--- src/rtl/exe_stage_pkg.sv ---
// Shared definitions for the execute stage: ALU command codes, shift types,
// FSM state encoding, NZCV bit positions and the Val2 operand generator.
package arm_exe_pkg;

  // ALU command codes as produced by decode
  localparam logic [3:0] EXE_MOV = 4'b0001;
  localparam logic [3:0] EXE_MVN = 4'b1001;
  localparam logic [3:0] EXE_ADD = 4'b0010;
  localparam logic [3:0] EXE_ADC = 4'b0011;
  localparam logic [3:0] EXE_SUB = 4'b0100;
  localparam logic [3:0] EXE_SBC = 4'b0101;
  localparam logic [3:0] EXE_AND = 4'b0110;
  localparam logic [3:0] EXE_ORR = 4'b0111;
  localparam logic [3:0] EXE_EOR = 4'b1000;
  localparam logic [3:0] EXE_MUL = 4'b1010;

  typedef enum logic [1:0] {
    SH_LSL = 2'b00,
    SH_LSR = 2'b01,
    SH_ASR = 2'b10,
    SH_ROR = 2'b11
  } shift_t;

  typedef enum logic {
    ST_IDLE    = 1'b0,
    ST_MUL_RUN = 1'b1
  } exe_state_t;

  // Bit positions inside the 4-bit NZCV status register
  localparam int FLAG_N = 3;
  localparam int FLAG_Z = 2;
  localparam int FLAG_C = 1;
  localparam int FLAG_V = 0;

  // Rotate right by 0..31; duplicating the word makes amount 0 a pass-through
  function automatic logic [31:0] ror32(input logic [31:0] x, input logic [4:0] amt);
    logic [63:0] tmp;
    tmp = {x, x} >> amt;
    return tmp[31:0];
  endfunction

  // Second ALU operand: rotated immediate, memory offset or shifted Rm
  function automatic logic [31:0] gen_val2(input logic imm, input logic mem,
                                           input logic [31:0] rm, input logic [11:0] so);
    logic [31:0] v;
    if (imm) begin
      v = ror32({24'd0, so[7:0]}, {so[11:8], 1'b0});
    end else if (mem) begin
      v = {20'd0, so};
    end else begin
      case (shift_t'(so[6:5]))
        SH_LSL:  v = rm << so[11:7];
        SH_LSR:  v = rm >> so[11:7];
        SH_ASR:  v = 32'($signed(rm) >>> so[11:7]);
        SH_ROR:  v = ror32(rm, so[11:7]);
        default: v = rm;
      endcase
    end
    return v;
  endfunction

endpackage

--- src/rtl/exe_stage_if.sv ---
// Decode-to-execute bundle plus the execute-side feedback (stall, branch, NZCV).
// master = decode stage, slave = execute stage.
interface exe_stage_if;
  logic        valid_in;
  logic        wb_en;
  logic        mem_r_en;
  logic        mem_w_en;
  logic        b;
  logic        s;
  logic [3:0]  exe_cmd;
  logic [31:0] val_rn;
  logic [31:0] val_rm;
  logic        imm;
  logic [11:0] shift_operand;
  logic [23:0] signed_imm_24;
  logic [3:0]  dest;
  logic [31:0] pc_in;
  logic        stall;
  logic        branch_taken;
  logic [31:0] branch_addr;
  logic [3:0]  sr;

  modport master (
    output valid_in, wb_en, mem_r_en, mem_w_en, b, s, exe_cmd, val_rn, val_rm,
           imm, shift_operand, signed_imm_24, dest, pc_in,
    input  stall, branch_taken, branch_addr, sr
  );

  modport slave (
    input  valid_in, wb_en, mem_r_en, mem_w_en, b, s, exe_cmd, val_rn, val_rm,
           imm, shift_operand, signed_imm_24, dest, pc_in,
    output stall, branch_taken, branch_addr, sr
  );
endinterface

--- src/rtl/exe_multiplier.sv ---
// Iterative shift-add multiplier, BITS multiplier bits retired per cycle.
// done is raised during the final iteration cycle and result is valid in that
// same cycle (the last partial product is added combinationally).
module exe_multiplier #(
  parameter int BITS = 2
) (
  input  logic        clk,
  input  logic        rst,
  input  logic        start,
  input  logic [31:0] a,
  input  logic [31:0] b,
  output logic        busy,
  output logic        done,
  output logic [31:0] result
);
  localparam int ITERS = 32 / BITS;
  localparam int CNT_W = 5;

  logic [31:0]      mcand_q, mcand_d;
  logic [31:0]      mplier_q, mplier_d;
  logic [31:0]      acc_q, acc_d;
  logic [CNT_W-1:0] cnt_q, cnt_d;
  logic             busy_q, busy_d;
  logic [31:0]      pp_s;
  logic [31:0]      acc_next_s;
  logic             last_s;

  // Partial product of the current multiplier chunk and next-state selection
  always_comb begin
    pp_s = 32'd0;
    for (int i = 0; i < BITS; i++) begin
      pp_s = pp_s + (mplier_q[i] ? (mcand_q << i) : 32'd0);
    end
    acc_next_s = acc_q + pp_s;
    last_s     = busy_q && (cnt_q == CNT_W'(ITERS - 1));
    mcand_d    = mcand_q;
    mplier_d   = mplier_q;
    acc_d      = acc_q;
    cnt_d      = cnt_q;
    busy_d     = busy_q;
    if (start) begin
      mcand_d  = a;
      mplier_d = b;
      acc_d    = 32'd0;
      cnt_d    = '0;
      busy_d   = 1'b1;
    end else if (busy_q) begin
      mcand_d  = mcand_q << BITS;
      mplier_d = mplier_q >> BITS;
      acc_d    = acc_next_s;
      cnt_d    = cnt_q + 1'b1;
      busy_d   = ~last_s;
    end else begin
      busy_d   = 1'b0;
    end
  end

  // Iteration state, cleared by synchronous active-low reset
  always_ff @(posedge clk) begin
    if (!rst) begin
      mcand_q  <= 32'd0;
      mplier_q <= 32'd0;
      acc_q    <= 32'd0;
      cnt_q    <= '0;
      busy_q   <= 1'b0;
    end else begin
      mcand_q  <= mcand_d;
      mplier_q <= mplier_d;
      acc_q    <= acc_d;
      cnt_q    <= cnt_d;
      busy_q   <= busy_d;
    end
  end

  assign busy   = busy_q;
  assign done   = last_s;
  assign result = acc_next_s;

endmodule

--- src/rtl/exe_stage.sv ---
// Execute stage: Val2 generation, ALU, branch target, NZCV update and the
// EXE/MEM boundary register. Define EXE_FAST_MUL_EN for a single-cycle
// combinational multiply (no FSM, stall tied low).
module exe_stage
  import arm_exe_pkg::*;
#(
  parameter int MUL_BITS_PER_ITER = 2
) (
  input  logic        clk,
  input  logic        rst,
  exe_stage_if.slave  dec,
  output logic [31:0] alu_result_o,
  output logic [31:0] val_rm_o,
  output logic [3:0]  dest_o,
  output logic        wb_en_o,
  output logic        mem_r_en_o,
  output logic        mem_w_en_o
);
  logic [31:0] alu_result_q, alu_result_d;
  logic [31:0] val_rm_q, val_rm_d;
  logic [3:0]  dest_q, dest_d;
  logic        wb_en_q, wb_en_d;
  logic        mem_r_en_q, mem_r_en_d;
  logic        mem_w_en_q, mem_w_en_d;
  logic [3:0]  sr_q, sr_d;

  logic [31:0] val2_s, opb_s, alu_res_s, mul_res_s;
  logic [32:0] sum_s;
  logic        cin_s, arith_s, c_s, v_s, capture_s, stall_s;
  logic [3:0]  alu_nzcv_s;

`ifdef EXE_FAST_MUL_EN
  assign mul_res_s = dec.val_rn * dec.val_rm;
  assign stall_s   = 1'b0;
`else
  exe_state_t  state_q, state_d;
  logic        mul_start_s, mul_busy_s, mul_done_s;

  exe_multiplier #(.BITS(MUL_BITS_PER_ITER)) u_mul (
    .clk    (clk),
    .rst    (rst),
    .start  (mul_start_s),
    .a      (dec.val_rn),
    .b      (dec.val_rm),
    .busy   (mul_busy_s),
    .done   (mul_done_s),
    .result (mul_res_s)
  );

  // Decode holds its bundle from MUL acceptance until the final iteration
  assign stall_s = rst && (((state_q == ST_IDLE) && dec.valid_in && (dec.exe_cmd == EXE_MUL)) ||
                           ((state_q == ST_MUL_RUN) && mul_busy_s && !mul_done_s));
`endif

  // Val2, shared adder (subtract as add of inverted operand) and NZCV result
  always_comb begin
    val2_s  = gen_val2(dec.imm, dec.mem_r_en | dec.mem_w_en, dec.val_rm, dec.shift_operand);
    arith_s = 1'b0;
    opb_s   = val2_s;
    cin_s   = 1'b0;
    case (dec.exe_cmd)
      EXE_ADD: begin arith_s = 1'b1; opb_s = val2_s;  cin_s = 1'b0;         end
      EXE_ADC: begin arith_s = 1'b1; opb_s = val2_s;  cin_s = sr_q[FLAG_C]; end
      EXE_SUB: begin arith_s = 1'b1; opb_s = ~val2_s; cin_s = 1'b1;         end
      EXE_SBC: begin arith_s = 1'b1; opb_s = ~val2_s; cin_s = sr_q[FLAG_C]; end
      default: begin arith_s = 1'b0; opb_s = val2_s;  cin_s = 1'b0;         end
    endcase
    sum_s = {1'b0, dec.val_rn} + {1'b0, opb_s} + {32'd0, cin_s};
    case (dec.exe_cmd)
      EXE_MOV: alu_res_s = val2_s;
      EXE_MVN: alu_res_s = ~val2_s;
      EXE_AND: alu_res_s = dec.val_rn & val2_s;
      EXE_ORR: alu_res_s = dec.val_rn | val2_s;
      EXE_EOR: alu_res_s = dec.val_rn ^ val2_s;
      EXE_MUL: alu_res_s = mul_res_s;
      default: alu_res_s = arith_s ? sum_s[31:0] : 32'd0;
    endcase
    if (arith_s) begin
      c_s = sum_s[32];
      v_s = (dec.val_rn[31] == opb_s[31]) && (sum_s[31] != dec.val_rn[31]);
    end else begin
      c_s = sr_q[FLAG_C];
      v_s = sr_q[FLAG_V];
    end
    alu_nzcv_s = {alu_res_s[31], (alu_res_s == 32'd0), c_s, v_s};
  end

  // Next state of the EXE/MEM register, status register and MUL sequencing
  always_comb begin
    alu_result_d = 32'd0;
    val_rm_d     = 32'd0;
    dest_d       = 4'd0;
    wb_en_d      = 1'b0;
    mem_r_en_d   = 1'b0;
    mem_w_en_d   = 1'b0;
    sr_d         = sr_q;
`ifdef EXE_FAST_MUL_EN
    capture_s    = dec.valid_in;
`else
    state_d      = state_q;
    mul_start_s  = 1'b0;
    capture_s    = 1'b0;
    case (state_q)
      ST_IDLE: begin
        if (dec.valid_in && (dec.exe_cmd == EXE_MUL)) begin
          mul_start_s = 1'b1;
          state_d     = ST_MUL_RUN;
        end else begin
          capture_s   = dec.valid_in;
        end
      end
      ST_MUL_RUN: begin
        if (mul_done_s) begin
          capture_s = 1'b1;
          state_d   = ST_IDLE;
        end else begin
          capture_s = 1'b0;
        end
      end
      default: state_d = ST_IDLE;
    endcase
`endif
    if (capture_s) begin
      alu_result_d = alu_res_s;
      val_rm_d     = dec.val_rm;
      dest_d       = dec.dest;
      wb_en_d      = dec.wb_en;
      mem_r_en_d   = dec.mem_r_en;
      mem_w_en_d   = dec.mem_w_en;
      if (dec.s) begin
        sr_d = alu_nzcv_s;
      end else begin
        sr_d = sr_q;
      end
    end else begin
      wb_en_d = 1'b0;
    end
  end

  // Registered EXE/MEM outputs, NZCV and FSM state with synchronous reset
  always_ff @(posedge clk) begin
    if (!rst) begin
      alu_result_q <= 32'd0;
      val_rm_q     <= 32'd0;
      dest_q       <= 4'd0;
      wb_en_q      <= 1'b0;
      mem_r_en_q   <= 1'b0;
      mem_w_en_q   <= 1'b0;
      sr_q         <= 4'd0;
`ifndef EXE_FAST_MUL_EN
      state_q      <= ST_IDLE;
`endif
    end else begin
      alu_result_q <= alu_result_d;
      val_rm_q     <= val_rm_d;
      dest_q       <= dest_d;
      wb_en_q      <= wb_en_d;
      mem_r_en_q   <= mem_r_en_d;
      mem_w_en_q   <= mem_w_en_d;
      sr_q         <= sr_d;
`ifndef EXE_FAST_MUL_EN
      state_q      <= state_d;
`endif
    end
  end

  assign alu_result_o     = alu_result_q;
  assign val_rm_o         = val_rm_q;
  assign dest_o           = dest_q;
  assign wb_en_o          = wb_en_q;
  assign mem_r_en_o       = mem_r_en_q;
  assign mem_w_en_o       = mem_w_en_q;
  assign dec.sr           = sr_q;
  assign dec.stall        = stall_s;
  assign dec.branch_taken = dec.valid_in & dec.b & ~stall_s;
  assign dec.branch_addr  = dec.pc_in + {{6{dec.signed_imm_24[23]}}, dec.signed_imm_24, 2'b00};

endmodule

--- src/flat_wrapper.sv ---
// flat-port wrapper written by rule: the top's interface ports become plain ports
module exe_stage_flat import arm_exe_pkg::*;
#(
  parameter int MUL_BITS_PER_ITER = 2
)
  (clk, rst, alu_result_o, val_rm_o, dest_o, wb_en_o, mem_r_en_o, mem_w_en_o, dec_valid_in, dec_wb_en, dec_mem_r_en, dec_mem_w_en, dec_b, dec_s, dec_exe_cmd, dec_val_rn, dec_val_rm, dec_imm, dec_shift_operand, dec_signed_imm_24, dec_dest, dec_pc_in, dec_stall, dec_branch_taken, dec_branch_addr, dec_sr);
  exe_stage_if dec_i ();
  input  logic clk;
  input  logic rst;
  output logic [31:0] alu_result_o;
  output logic [31:0] val_rm_o;
  output logic [3:0] dest_o;
  output logic wb_en_o;
  output logic mem_r_en_o;
  output logic mem_w_en_o;
  input wire logic [$bits(dec_i.valid_in)-1:0] dec_valid_in;
  input wire logic [$bits(dec_i.wb_en)-1:0] dec_wb_en;
  input wire logic [$bits(dec_i.mem_r_en)-1:0] dec_mem_r_en;
  input wire logic [$bits(dec_i.mem_w_en)-1:0] dec_mem_w_en;
  input wire logic [$bits(dec_i.b)-1:0] dec_b;
  input wire logic [$bits(dec_i.s)-1:0] dec_s;
  input wire logic [$bits(dec_i.exe_cmd)-1:0] dec_exe_cmd;
  input wire logic [$bits(dec_i.val_rn)-1:0] dec_val_rn;
  input wire logic [$bits(dec_i.val_rm)-1:0] dec_val_rm;
  input wire logic [$bits(dec_i.imm)-1:0] dec_imm;
  input wire logic [$bits(dec_i.shift_operand)-1:0] dec_shift_operand;
  input wire logic [$bits(dec_i.signed_imm_24)-1:0] dec_signed_imm_24;
  input wire logic [$bits(dec_i.dest)-1:0] dec_dest;
  input wire logic [$bits(dec_i.pc_in)-1:0] dec_pc_in;
  output wire logic [$bits(dec_i.stall)-1:0] dec_stall;
  output wire logic [$bits(dec_i.branch_taken)-1:0] dec_branch_taken;
  output wire logic [$bits(dec_i.branch_addr)-1:0] dec_branch_addr;
  output wire logic [$bits(dec_i.sr)-1:0] dec_sr;
  assign dec_i.valid_in = dec_valid_in;
  assign dec_i.wb_en = dec_wb_en;
  assign dec_i.mem_r_en = dec_mem_r_en;
  assign dec_i.mem_w_en = dec_mem_w_en;
  assign dec_i.b = dec_b;
  assign dec_i.s = dec_s;
  assign dec_i.exe_cmd = dec_exe_cmd;
  assign dec_i.val_rn = dec_val_rn;
  assign dec_i.val_rm = dec_val_rm;
  assign dec_i.imm = dec_imm;
  assign dec_i.shift_operand = dec_shift_operand;
  assign dec_i.signed_imm_24 = dec_signed_imm_24;
  assign dec_i.dest = dec_dest;
  assign dec_i.pc_in = dec_pc_in;
  assign dec_stall = dec_i.stall;
  assign dec_branch_taken = dec_i.branch_taken;
  assign dec_branch_addr = dec_i.branch_addr;
  assign dec_sr = dec_i.sr;
  exe_stage #(.MUL_BITS_PER_ITER(MUL_BITS_PER_ITER)) u_core (.clk(clk), .rst(rst), .dec(dec_i), .alu_result_o(alu_result_o), .val_rm_o(val_rm_o), .dest_o(dest_o), .wb_en_o(wb_en_o), .mem_r_en_o(mem_r_en_o), .mem_w_en_o(mem_w_en_o));
endmodule
--- config.mk ---
export PLATFORM = sky130hd
export DESIGN_NAME = exe_stage_flat
export DESIGN_NICKNAME = d
export VERILOG_FILES = /design/src/rtl/exe_stage_pkg.sv /design/src/rtl/exe_stage_if.sv /design/src/rtl/exe_multiplier.sv /design/src/rtl/exe_stage.sv /design/src/flat_wrapper.sv
export SDC_FILE = /design/constraint.sdc
export NUM_CORES = 1
export LEC_CHECK = 0
export CAP_MARGIN = 15
export CORE_MARGIN = 4
export CORE_UTILIZATION = 40
export CTS_CLUSTER_DIAMETER = 150
export CTS_CLUSTER_SIZE = 40
export DETAILED_ROUTE_END_ITERATION = 8
export PLACE_DENSITY = 0.62
export RECOVER_POWER = 25
export SLEW_MARGIN = 10
export SYNTH_ARGS = -nofsm -noshare
export SYNTH_HDL_FRONTEND = slang
export SYNTH_SLANG_ARGS = --single-unit
--- constraint.sdc ---
create_clock -name clk -period 7 [get_ports clk]
set_input_delay 0.7 -clock clk [delete_from_list [all_inputs] [get_ports clk]]
set_output_delay 0.7 -clock clk [all_outputs]
set_load 0.05 [all_outputs]
## After elaboration in Yosys (flattened, before gate mapping)

Index checks and enable logic that the tools add are counted.

- Register bits: 178
- Input bits: 149
- Word-level logic and storage cells: 95

- Add/sub/neg operators: 6
- Equality and inequality tests: 16
- Shifts and indexed selects: 5
- Multiplexer cells: 23
- Bitwise gates (word level): 11
- Reduce and logical (&&, ||, !) cells: 20

Operators with widths:

| kind | count |
|---|---|
| $mux 32 | 10 |
| $pmux 32 s6 | 1 |
| $pmux 32 s4 | 1 |
| $add 32x32->32 | 3 |
| $shr 64x5->32 | 1 |
| $shr 40x5->32 | 1 |
| $add 32x32->33 | 1 |
| $add 33x1->33 | 1 |
| $and 32x32->32 | 1 |
| $logic_not 32->1 | 1 |
| $not 32->32 | 1 |
| $or 32x32->32 | 1 |
| $shl 32x5->32 | 1 |
| $shr 32x5->32 | 1 |
| $sshr 32x5->32 | 1 |
| $xor 32x32->32 | 1 |
| $eq 4x3->1 const B | 4 |
| $eq 4x4->1 const B | 3 |
| $eq 4x2->1 const B | 2 |
| $logic_and 1x1->1 | 8 |
| $mux 1 | 8 |
| $pmux 1 s2 | 3 |
| $reduce_or 2->1 | 3 |
| $add 5x1->5 const B | 1 |
| 16 further kinds | 22 |

## Longest topological paths before layout

Gate-level depths: netlist (run 1).

- Depth after elaboration: 11
- Mapped depth: 25

## Cells and area by module

Synthesis (run 1) repeated with hierarchy kept, for this count alone.

- Cells, all modules: 2628
- Area total of the unflattened synthesis: 20896.3 um2

Modules (own cells, without submodules):

| module | instances | cells each | area each (um2) | sequential area each (um2) |
|---|---|---|---|---|
| exe_stage | 1 | 1704 | 13580.5 | 1521.5 |
| exe_multiplier | 1 | 924 | 7315.8 | 2042.0 |

## Worst setup path before layout (run 1)

No wires, ideal clock.

- Path kind: input to register
- From: in dec_shift_operand[7]
- To: reg u_core.sr_q[2] (netlist: u_core.dec.sr[2])
- Setup time: 0.075 ns
- Arrival time: 5.922 ns
- Required time: 6.925 ns
- Path slack: 1.003 ns
- Stages: 23
- Path buffers: 4
- Path through: buf_6 buf_12 buf_12 mux2_1 mux4_2 o221ai_1 o211ai_1 and2_1 clkbuf_1 xor2_1 ha_1 a2111oi_0 a21oi_1 a41o_1 a31oi_1 a21oi_1 o41a_1 o31ai_1 a21oi_1 o31a_1 a211o_1 or4b_1 o22ai_1

- Cells in the longest elaborated chain, start to end: 11
- Elaborated cells between the ends (all ways): 18
- Those cells by class: add/sub: 2; shift: 5; mux: 6; bitwise: 4; reduce/logical: 1

RTL lines:

| what | RTL line | source |
|---|---|---|
| start, declared | flat_wrapper.sv:26 | `input wire logic [$bits(dec_i.shift_operand)-1:0] dec_shift_operand;` |
| $shr 64x5->32, or another cell as far along | exe_stage_pkg.sv:38 | `tmp = {x, x} >> amt;` |
| $pmux 32 s4 | exe_stage_pkg.sv:51 | `case (shift_t'(so[6:5]))` |
| $mux 32 | exe_stage_pkg.sv:48 | `end else if (mem) begin` |
| $mux 32 (*) | exe_stage_pkg.sv:46 | `if (imm) begin` |
| $not 32->32 | exe_stage.sv:64, exe_stage.sv:65, exe_stage.sv:71 |  |
| $mux 32 | - |  |
| $add 32x32->33 | exe_stage.sv:68 | `sum_s = {1'b0, dec.val_rn} + {1'b0, opb_s} + {32'd0, cin_s};` |
| $add 33x1->33 | exe_stage.sv:68 |  |
| $mux 32 | exe_stage.sv:76 | `default: alu_res_s = arith_s ? sum_s[31:0] : 32'd0;` |
| $pmux 32 s6 (*) | exe_stage.sv:69 | `case (dec.exe_cmd)` |
| $logic_not 32->1 (*) | exe_stage.sv:85 | `alu_nzcv_s = {alu_res_s[31], (alu_res_s == 32'd0), c_s, v_s};` |
| end signal, assigned | exe_stage.sv:160 | `sr_q <= sr_d;` |
| end, declared | exe_stage.sv:25 | `logic [3:0] sr_q, sr_d;` |

Every way passes the cells marked *; elsewhere a longest branch is shown, timed or not.
A chain may end at the register's enable or synchronous reset.

## Worst setup path in the final report (run 1)

- From: in dec_val_rm[1]
- To: reg u_core.sr_q[2] (netlist: u_core.dec.sr[2])

- Cells in the longest elaborated chain, start to end: 11
- Elaborated cells between the ends (all ways): 17
- Those cells by class: add/sub: 2; shift: 4; mux: 6; bitwise: 4; reduce/logical: 1

RTL lines:

| what | RTL line | source |
|---|---|---|
| start, declared | flat_wrapper.sv:24 | `input wire logic [$bits(dec_i.val_rm)-1:0] dec_val_rm;` |
| $shr 64x5->32, or another cell as far along | exe_stage_pkg.sv:38 |  |
| $pmux 32 s4 (*) | exe_stage_pkg.sv:51 |  |
| $mux 32 (*) | exe_stage_pkg.sv:48 |  |
| $mux 32 (*) | exe_stage_pkg.sv:46 |  |
| $not 32->32 | exe_stage.sv:64, exe_stage.sv:65, exe_stage.sv:71 |  |
| $mux 32 | - |  |
| $add 32x32->33 | exe_stage.sv:68 |  |
| $add 33x1->33 | exe_stage.sv:68 |  |
| $mux 32 | exe_stage.sv:76 |  |
| $pmux 32 s6 (*) | exe_stage.sv:69 |  |
| $logic_not 32->1 (*) | exe_stage.sv:85 |  |

Marks and branches as above.

==> results of run 1 <==
==> sequential cells by signal, summed over array words and instances, names as in the netlist <==
signal                 count
u_core.dec.sr              4
u_core.wb_en_o             1
u_core.alu_result_o       32
u_core.u_mul.busy          1
u_core.val_rm_o           32
u_core.mem_w_en_o          1
u_core.dest_o              4
u_core.u_mul.acc_q        32
u_core.mem_r_en_o          1
u_core.u_mul.mcand_q      32
u_core.state_q             1
u_core.u_mul.cnt_q         5
u_core.u_mul.mplier_q     32
==> final timing paths <==
path                                                from               endpoint  depth (start not counted)
worst max register to register  u_core.u_mul.mplier_q[1]       u_core.dec.sr[2]                         15
worst min-delay path               u_core.u_mul.cnt_q[4]  u_core.u_mul.cnt_q[4]                          2
worst max-delay path                       dec_val_rm[1]       u_core.dec.sr[2]                         21
worst min register to register     u_core.u_mul.cnt_q[4]  u_core.u_mul.cnt_q[4]                          2
==> layout make-up <==
| class | instances | area, um^2 | area share, % |
|---|---|---|---|
| Clock buffer | 17 | 425.4 | 1.646 |
| Multi-Input combinational cell | 2085 | 16290 | 63.02 |
| Sequential cell | 178 | 3567 | 13.80 |
| Timing Repair Buffer | 450 | 4083 | 15.79 |
| Inverter | 114 | 427.9 | 1.655 |
| Tap cell | 688 | 860.8 | 3.330 |
| Antenna cell | 1 | 2.502 | 0.009681 |
| Clock inverter | 15 | 191.4 | 0.7406 |
==> where the power goes <==
part	internal, uW	switching, uW
Combinational	710	1100
Clock	515	495
Sequential	1040	22.3
Total	2270	1620
==> through the flow <==
| step | hold slack (ps) | setup TNS [ps] | area [um^2] |
|---|---|---|---|
| finish | 487.1 | 0 | 25850 |
| global route | 504.2 | 0 | 25850 |
| CTS | 488.7 | 0 | 25860 |
| detailed placement | 481.7 | -128.5 | 25240 |
| global placement | 464.7 | -7.719 | 25240 |
| floorplan | 456.3 | 0 | 21190 |
==> cells by family (layout without fill, tap and decap cells) <==
kind of cell	count (synthesis)	count (layout)	share of synthesized area, %
simple gates	781	781	18.16
compound gates	700	700	23.14
buf+inv	325	596	6.467
mux	289	289	17.68
fa+ha+maj	198	198	12.90
flops	178	178	16.82
xor+xnor	117	117	4.837
other cells	0	1	0
==> worst register-to-register path, stage by stage (launching register included) <==
cell,delay [ps]
dfxtp_1,1110
and2_1,290
fa_1,420
ha_1,370
o21ai_0,160
o21ai_0,560
a21oi_1,280
o21ai_0,650
xnor2_1,260
nor2_1,160
nand4b_1,200
nor4_1,360
nand4_1,190
nor4_1,370
nand4_1,180
o22ai_1,180
==> routing by layer <==
layer	part of all wire, %	routed length [um]
met1	43	40550
met2	45	42970
met3	6.9	6479
met4	4.8	4568
met5	0	0
==> cells in the final DEF, fill, tap and decap left out, types with 31 or more instances in the layout <==
master           instances
nor2_1                 244
clkdlybuf4s50_1        217
buf_4                  188
mux2i_1                183
dfxtp_1                177
ha_1                   164
nand2_1                161
a21oi_1                155
inv_1                  108
a211oi_1               104
o21ai_0                 95
and2_1                  83
xnor2_1                 80
and3_1                  64
mux4_2                  60
nand3_1                 49
mux2_2                  42
nor3_1                  41
xor2_1                  37
fa_1                    34
a21o_1                  33
o211ai_1                31
==> flow_summary_export.csv, run 1 <==
group,metric,value,unit
critical_path,end_kind,"flip-flop",
global_routing,grt_max_degree,74,
cts,cts_sinks,178,
global_routing,antenna_found_initial,1,
placed_design,dp_slack,-128.5,ps
yosys,netlist_top_cells_area,"dfxtp_1 17%, ha_1 9.7%, mux2i_1 8.6%",
power_and_ir_drop,p_leak,0.01079,uW
power_and_ir_drop,vdd_drop_max,0.2501,mV
yosys,synth_top_area_cell,"dfxtp_1",
routing,via_per_inst,6.234,
floorplanning,core_area,52450,um^2
floorplanning,rows,84,
cts,clk_path_buf_depth,2,
routing,dr_total_vias,22118,
critical_path,reg2reg_slack,1190,ps
sta,fmax,149.3,MHz
layout,drive_gt1_share,13.50,%
global_routing,gr-max-usage-layer,"met2",
yosys,ys_ff_latch,178,
placed_design,gp_congestion,1.081,
floorplanning,initial_utilization,40.40,%
critical_path,arrival,7110,ps
routing,ant_nets,0,
sta,relSlewSlack,-104.4,%
sta,layout_worst_path_cycle_share,95.66,%
status,status,"finished with violations",
yosys,synth_edf_count,0,
yosys,seq_area_frac_synth,16.82,%
global_routing,use_met3,5.132,%
global_routing,grt_pass1_wl,139700,um
sta,worst_slack,303.7,ps
critical_path,path_cells,"clkdlybuf4s50_1, mux4_1, mux4_2, o21ai_0, a21oi_1, o311ai_1, xnor2_1, inv_1, fa_1, nand3b_1, a21oi_1, o211ai_1, a211o_1, and2_1, a311o_1, o21ai_0, o31ai_1, nand4_1, o311ai_0, or4b_1, o22ai_1",
yosys,ys.warnings.count,0,
sta,skew,14.57,ps
floorplanning,die_area,56710,um^2
floorplanning,design.portCount,258,
critical_path,cp_max_fo,9,
floorplanning,die_h,238.1,um
routing,route.detailed.drc,0,
sta,final_max_slew_viol_count,100,
placed_design,dp_cells,3515,
yosys,syn_area_per_cell,8.186,um^2
sta,hold_violations,0,
layout,finalNonFillerCells,3548,
sta,finalCriticalPeriod,6696,ps
routing,avgRoutedWirePerCell,26.65,um
critical_path,critPathLaunchType,"input port",
status,violations,"max-capacitance violations, max-slew violations",
critical_path,path_delay_family,"compound AO/OA/AOI/OAI gates",
critical_path,cpMaxStageDelayCell,"o311ai_1",
critical_path,critPathRequiredTime,7410,ps
sta,setup-violations-final,0,
critical_path,critPathKind,"input port to flip-flop",
power_and_ir_drop,fin_total_pwr,3887,uW
yosys,ys.flop_type,"dfxtp_1",
routing,wl,94560,um
cts,cts_max_level,4,
routing,dr.pass1.iters,6,
min_path,hp-class,"flip-flop to flip-flop",
yosys,syn_nets,2935,
job,maxCapViolCount,2,
cts,clk_latency,480,ps
yosys,synth_top_area_share,16.82,%
floorplanning,die_x,238.1,um
layout,final_nets,3193,
cts,cts_resized,0,
global_routing,grt_pass1_vias,21385,
yosys,synth_cell_types,99,
cts,cts_tree,"yes",
cts,cts.clk_slew.worst_paths,70,ps
global_routing,track_usage,32.06,%
cts,numCtsBuffers,17,
yosys,synthTopCellsByCount,"246 x nor2_1, 183 x mux2i_1, 178 x dfxtp_1, 164 x ha_1, 161 x nand2_1",
layout,syn2layout_area_growth,22.01,%
yosys,async_flop_share,0,%
routing,drt_iter0_markers,2225,
cts,cts_root_buffer,"clkbuf_16",
global_routing,use_met1,42.97,%
placed_design,post-dp-hpwl,74900,um
cts,hold_buffers,0,
placed_design,io_buffers,253,
layout,utilization,49.29,%
yosys,netlist_area,21190,um^2
critical_path,critPathMaxStageDelay,640,ps
sta,rsz0062_at_grt,"no",
critical_path,worst-path-buf-inv,2,
yosys,netlist_instances,2588,
power_and_ir_drop,powerDensity,150.4,nW/um^2
global_routing,grt_util_met2,51.23,%
global_routing,grt_overflow_total,0,
yosys,synthMostInstantiatedCell,"nor2_1",
cts,post_cts_buffers,0,
sta,worst_pin_slew,3066,ps
layout,fillers,5021,
Power figures use the tool's default switching activity.
==> run 2: changes to the inputs <==
- clock period: 7 -> 8.2 ns (I/O delays scaled with it)
==> run 2 against run 1 <==
  * The run now ends clean
  * Cell count shrank 2.8%
  * Clock-buffer cell count is the same
  * Global-route usage grew 0.85 points
  * Sequential share of layout area grew 0.45 points
  * Critical path type unchanged
  * Critical endpoint unchanged
  * Largest power group unchanged
==> flow_summary_export.csv, run 2 (synthesis results as in run 1) <==
group,metric,value,unit
global_routing,antenna_found_initial,5,
layout,finalNonFillerCells,3449,
layout,drive_gt1_share,10.55,%
sta,rsz0062_at_grt,"no",
critical_path,critPathKind,"input port to flip-flop",
layout,final_nets,3092,
cts,clk_path_buf_depth,2,
critical_path,critPathLaunchType,"input port",
cts,hold_buffers,0,
global_routing,grt_max_degree,82,
floorplanning,die_area,56710,um^2
routing,avgRoutedWirePerCell,28.17,um
layout,fillers,5065,
cts,cts_root_buffer,"clkbuf_16",
cts,cts_max_level,4,
layout,syn2layout_area_growth,18.15,%
status,status,"complete, no violations",
placed_design,dp_cells,3414,
sta,hold_violations,0,
layout,layout_commonest_cell,"nor2_1",
global_routing,track_usage,32.90,%
global_routing,grt_overflow_total,0,
cts,cts_resized,0,
sta,setup-violations-final,0,
critical_path,arrival,7480,ps
global_routing,grt_pass1_vias,21313,
routing,dr_total_vias,21933,
layout,multi_input_area,16300,um^2
power_and_ir_drop,p_leak,0.01041,uW
power_and_ir_drop,vdd_drop_max,0.1881,mV
routing,route.detailed.drc,0,
layout,final_cell_mix,"244 x nor2_1, 183 x mux2i_1, 177 x clkdlybuf4s50_1, 177 x dfxtp_1, 164 x ha_1",
sta,fmax,141.3,MHz
floorplanning,core_area,52450,um^2
sta,worst_pin_slew,1070,ps
routing,via_per_inst,6.359,
routing,wl,97160,um
routing,dr.pass1.iters,5,
routing,ant_nets,0,
cts,numCtsBuffers,17,
critical_path,cp_max_fo,9,
critical_path,critPathMaxStageDelay,890,ps
cts,cts.clk_slew.worst_paths,80,ps
min_path,hp-class,"flip-flop to flip-flop",
critical_path,end_kind,"flip-flop",
job,maxCapViolCount,0,
sta,tns,0,ps
critical_path,cpMaxStageDelayCell,"clkdlybuf4s50_1",
cts,cts_sinks,178,
cts,cts_tree,"yes",
cts,post_cts_buffers,0,
routing,drt_iter0_markers,2183,
critical_path,path_common_cell,"fa_1",
placed_design,gp_congestion,1.074,
floorplanning,die_h,238.1,um
cts,clk_latency,500,ps
critical_path,critPathRequiredTime,8600,ps
global_routing,grt_pass1_wl,141400,um
floorplanning,design.portCount,258,
placed_design,io_buffers,253,
sta,final_max_slew_viol_count,0,
floorplanning,rows,84,
critical_path,path_cells,"clkdlybuf4s50_1, mux2i_1, mux4_2, mux2_2, o221ai_1, o21ba_2, xnor2_1, fa_1, fa_1, nand3b_1, a21oi_1, o211ai_1, a211o_1, and2_1, a311o_1, o21ai_0, o31ai_1, nand4_1, o311ai_0, or4b_1, o22ai_1",
sta,relSlewSlack,27.89,%
layout,seq_area,3567,um^2
sta,skew,22.79,ps
floorplanning,initial_utilization,40.40,%
power_and_ir_drop,powerDensity,130.3,nW/um^2
sta,finalCriticalPeriod,7078,ps
sta,layout_worst_path_cycle_share,86.32,%
placed_design,post-dp-hpwl,76210,um
floorplanning,die_x,238.1,um
[run 2: changes by cell type in the layout (fill, tap and decap cells not counted), sizes merged]
cell	change
buf	-98
bufinv	-1
clkbuf	-2
clkdlybuf4s50	-40
clkinv	+2
clkinvlp	-1
diode	+2
dlygate4sd3	+39
[run 2: per-stage QoR]
step / setup WS (ps) / utilization (%) / total power, uW / hold WS [ps] / instance area, um^2
floorplan: 2083 / - / 1854 / 456.3 / 21190
global placement: 806.4 / 46.54 / 2395 / 465.1 / 24410
detailed placement: 756.3 / 46.54 / 2395 / 482.7 / 24410
CTS: 1261 / 47.72 / 3259 / 494.7 / 25030
global route: 889.8 / 47.71 / 3394 / 514.8 / 25020
finish: 1122 / 47.73 / 3261 / 494.1 / 25030
[run 2: final cells by class]
class                      count  area share, %
antenna                        3        0.02999
clock buffer                  17          1.699
clock inverter                15         0.7748
inverter                     114          1.709
multi-input combinational   2085          65.12
sequential                   178          14.25
tap                          688          3.439
timing repair buffer         349          12.98
[run 2: power breakdown]
part / internal, uW / leakage, uW / total [uW] / switching [uW]
combinational: 552 / 0.00867 / 1500 / 951
clock: 417 / 0.000300 / 854 / 437
sequential: 889 / 0.00145 / 904 / 14.9
total: 1860 / 0.0104 / 3260 / 1400
[run 2: worst max-delay path, delay by kind of cell]
family / cells / cell delay, ps
AOI/OAI and AO/OA: 10 / 2410
xor gates and xnor gates: 1 / 90
adders and majority gates: 2 / 890
buffers and inverters: 1 / 890
muxes: 3 / 1270
and+or+nand+nor: 4 / 1060
[run 2: final timing paths]
| path | startpoint | endpoint | slack, ps | depth (start not counted) |
|---|---|---|---|---|
| max reg2reg | u_core.u_mul.mplier_q[1] | u_core.dec.sr[2] | 2950 | 17 |
| min | u_core.u_mul.mplier_q[30] | u_core.u_mul.mplier_q[30] | 490 | 2 |
| max | dec_val_rm[0] | u_core.dec.sr[2] | 1120 | 21 |
| min reg2reg | u_core.u_mul.mplier_q[30] | u_core.u_mul.mplier_q[30] | 490 | 2 |
[run 2: per-layer routing]
metal | global-route usage (%) | share of wire [%] | vias to the layer above | wire [um]
met5 | 0 | 0 | - | 0
met4 | 15.69 | 5.4 | 0 | 5257
met3 | 7.282 | 8.4 | 256 | 8157
met2 | 51.35 | 44 | 1101 | 42980
met1 | 43.35 | 42 | 10687 | 40760
li1 | - | - | 9889 | -
==> run 3: changes to the inputs <==
- SLEW_MARGIN: 10 -> 20
==> results of run 3 <==
No change in the layout: final DEF, timing and power equal those of run 2.
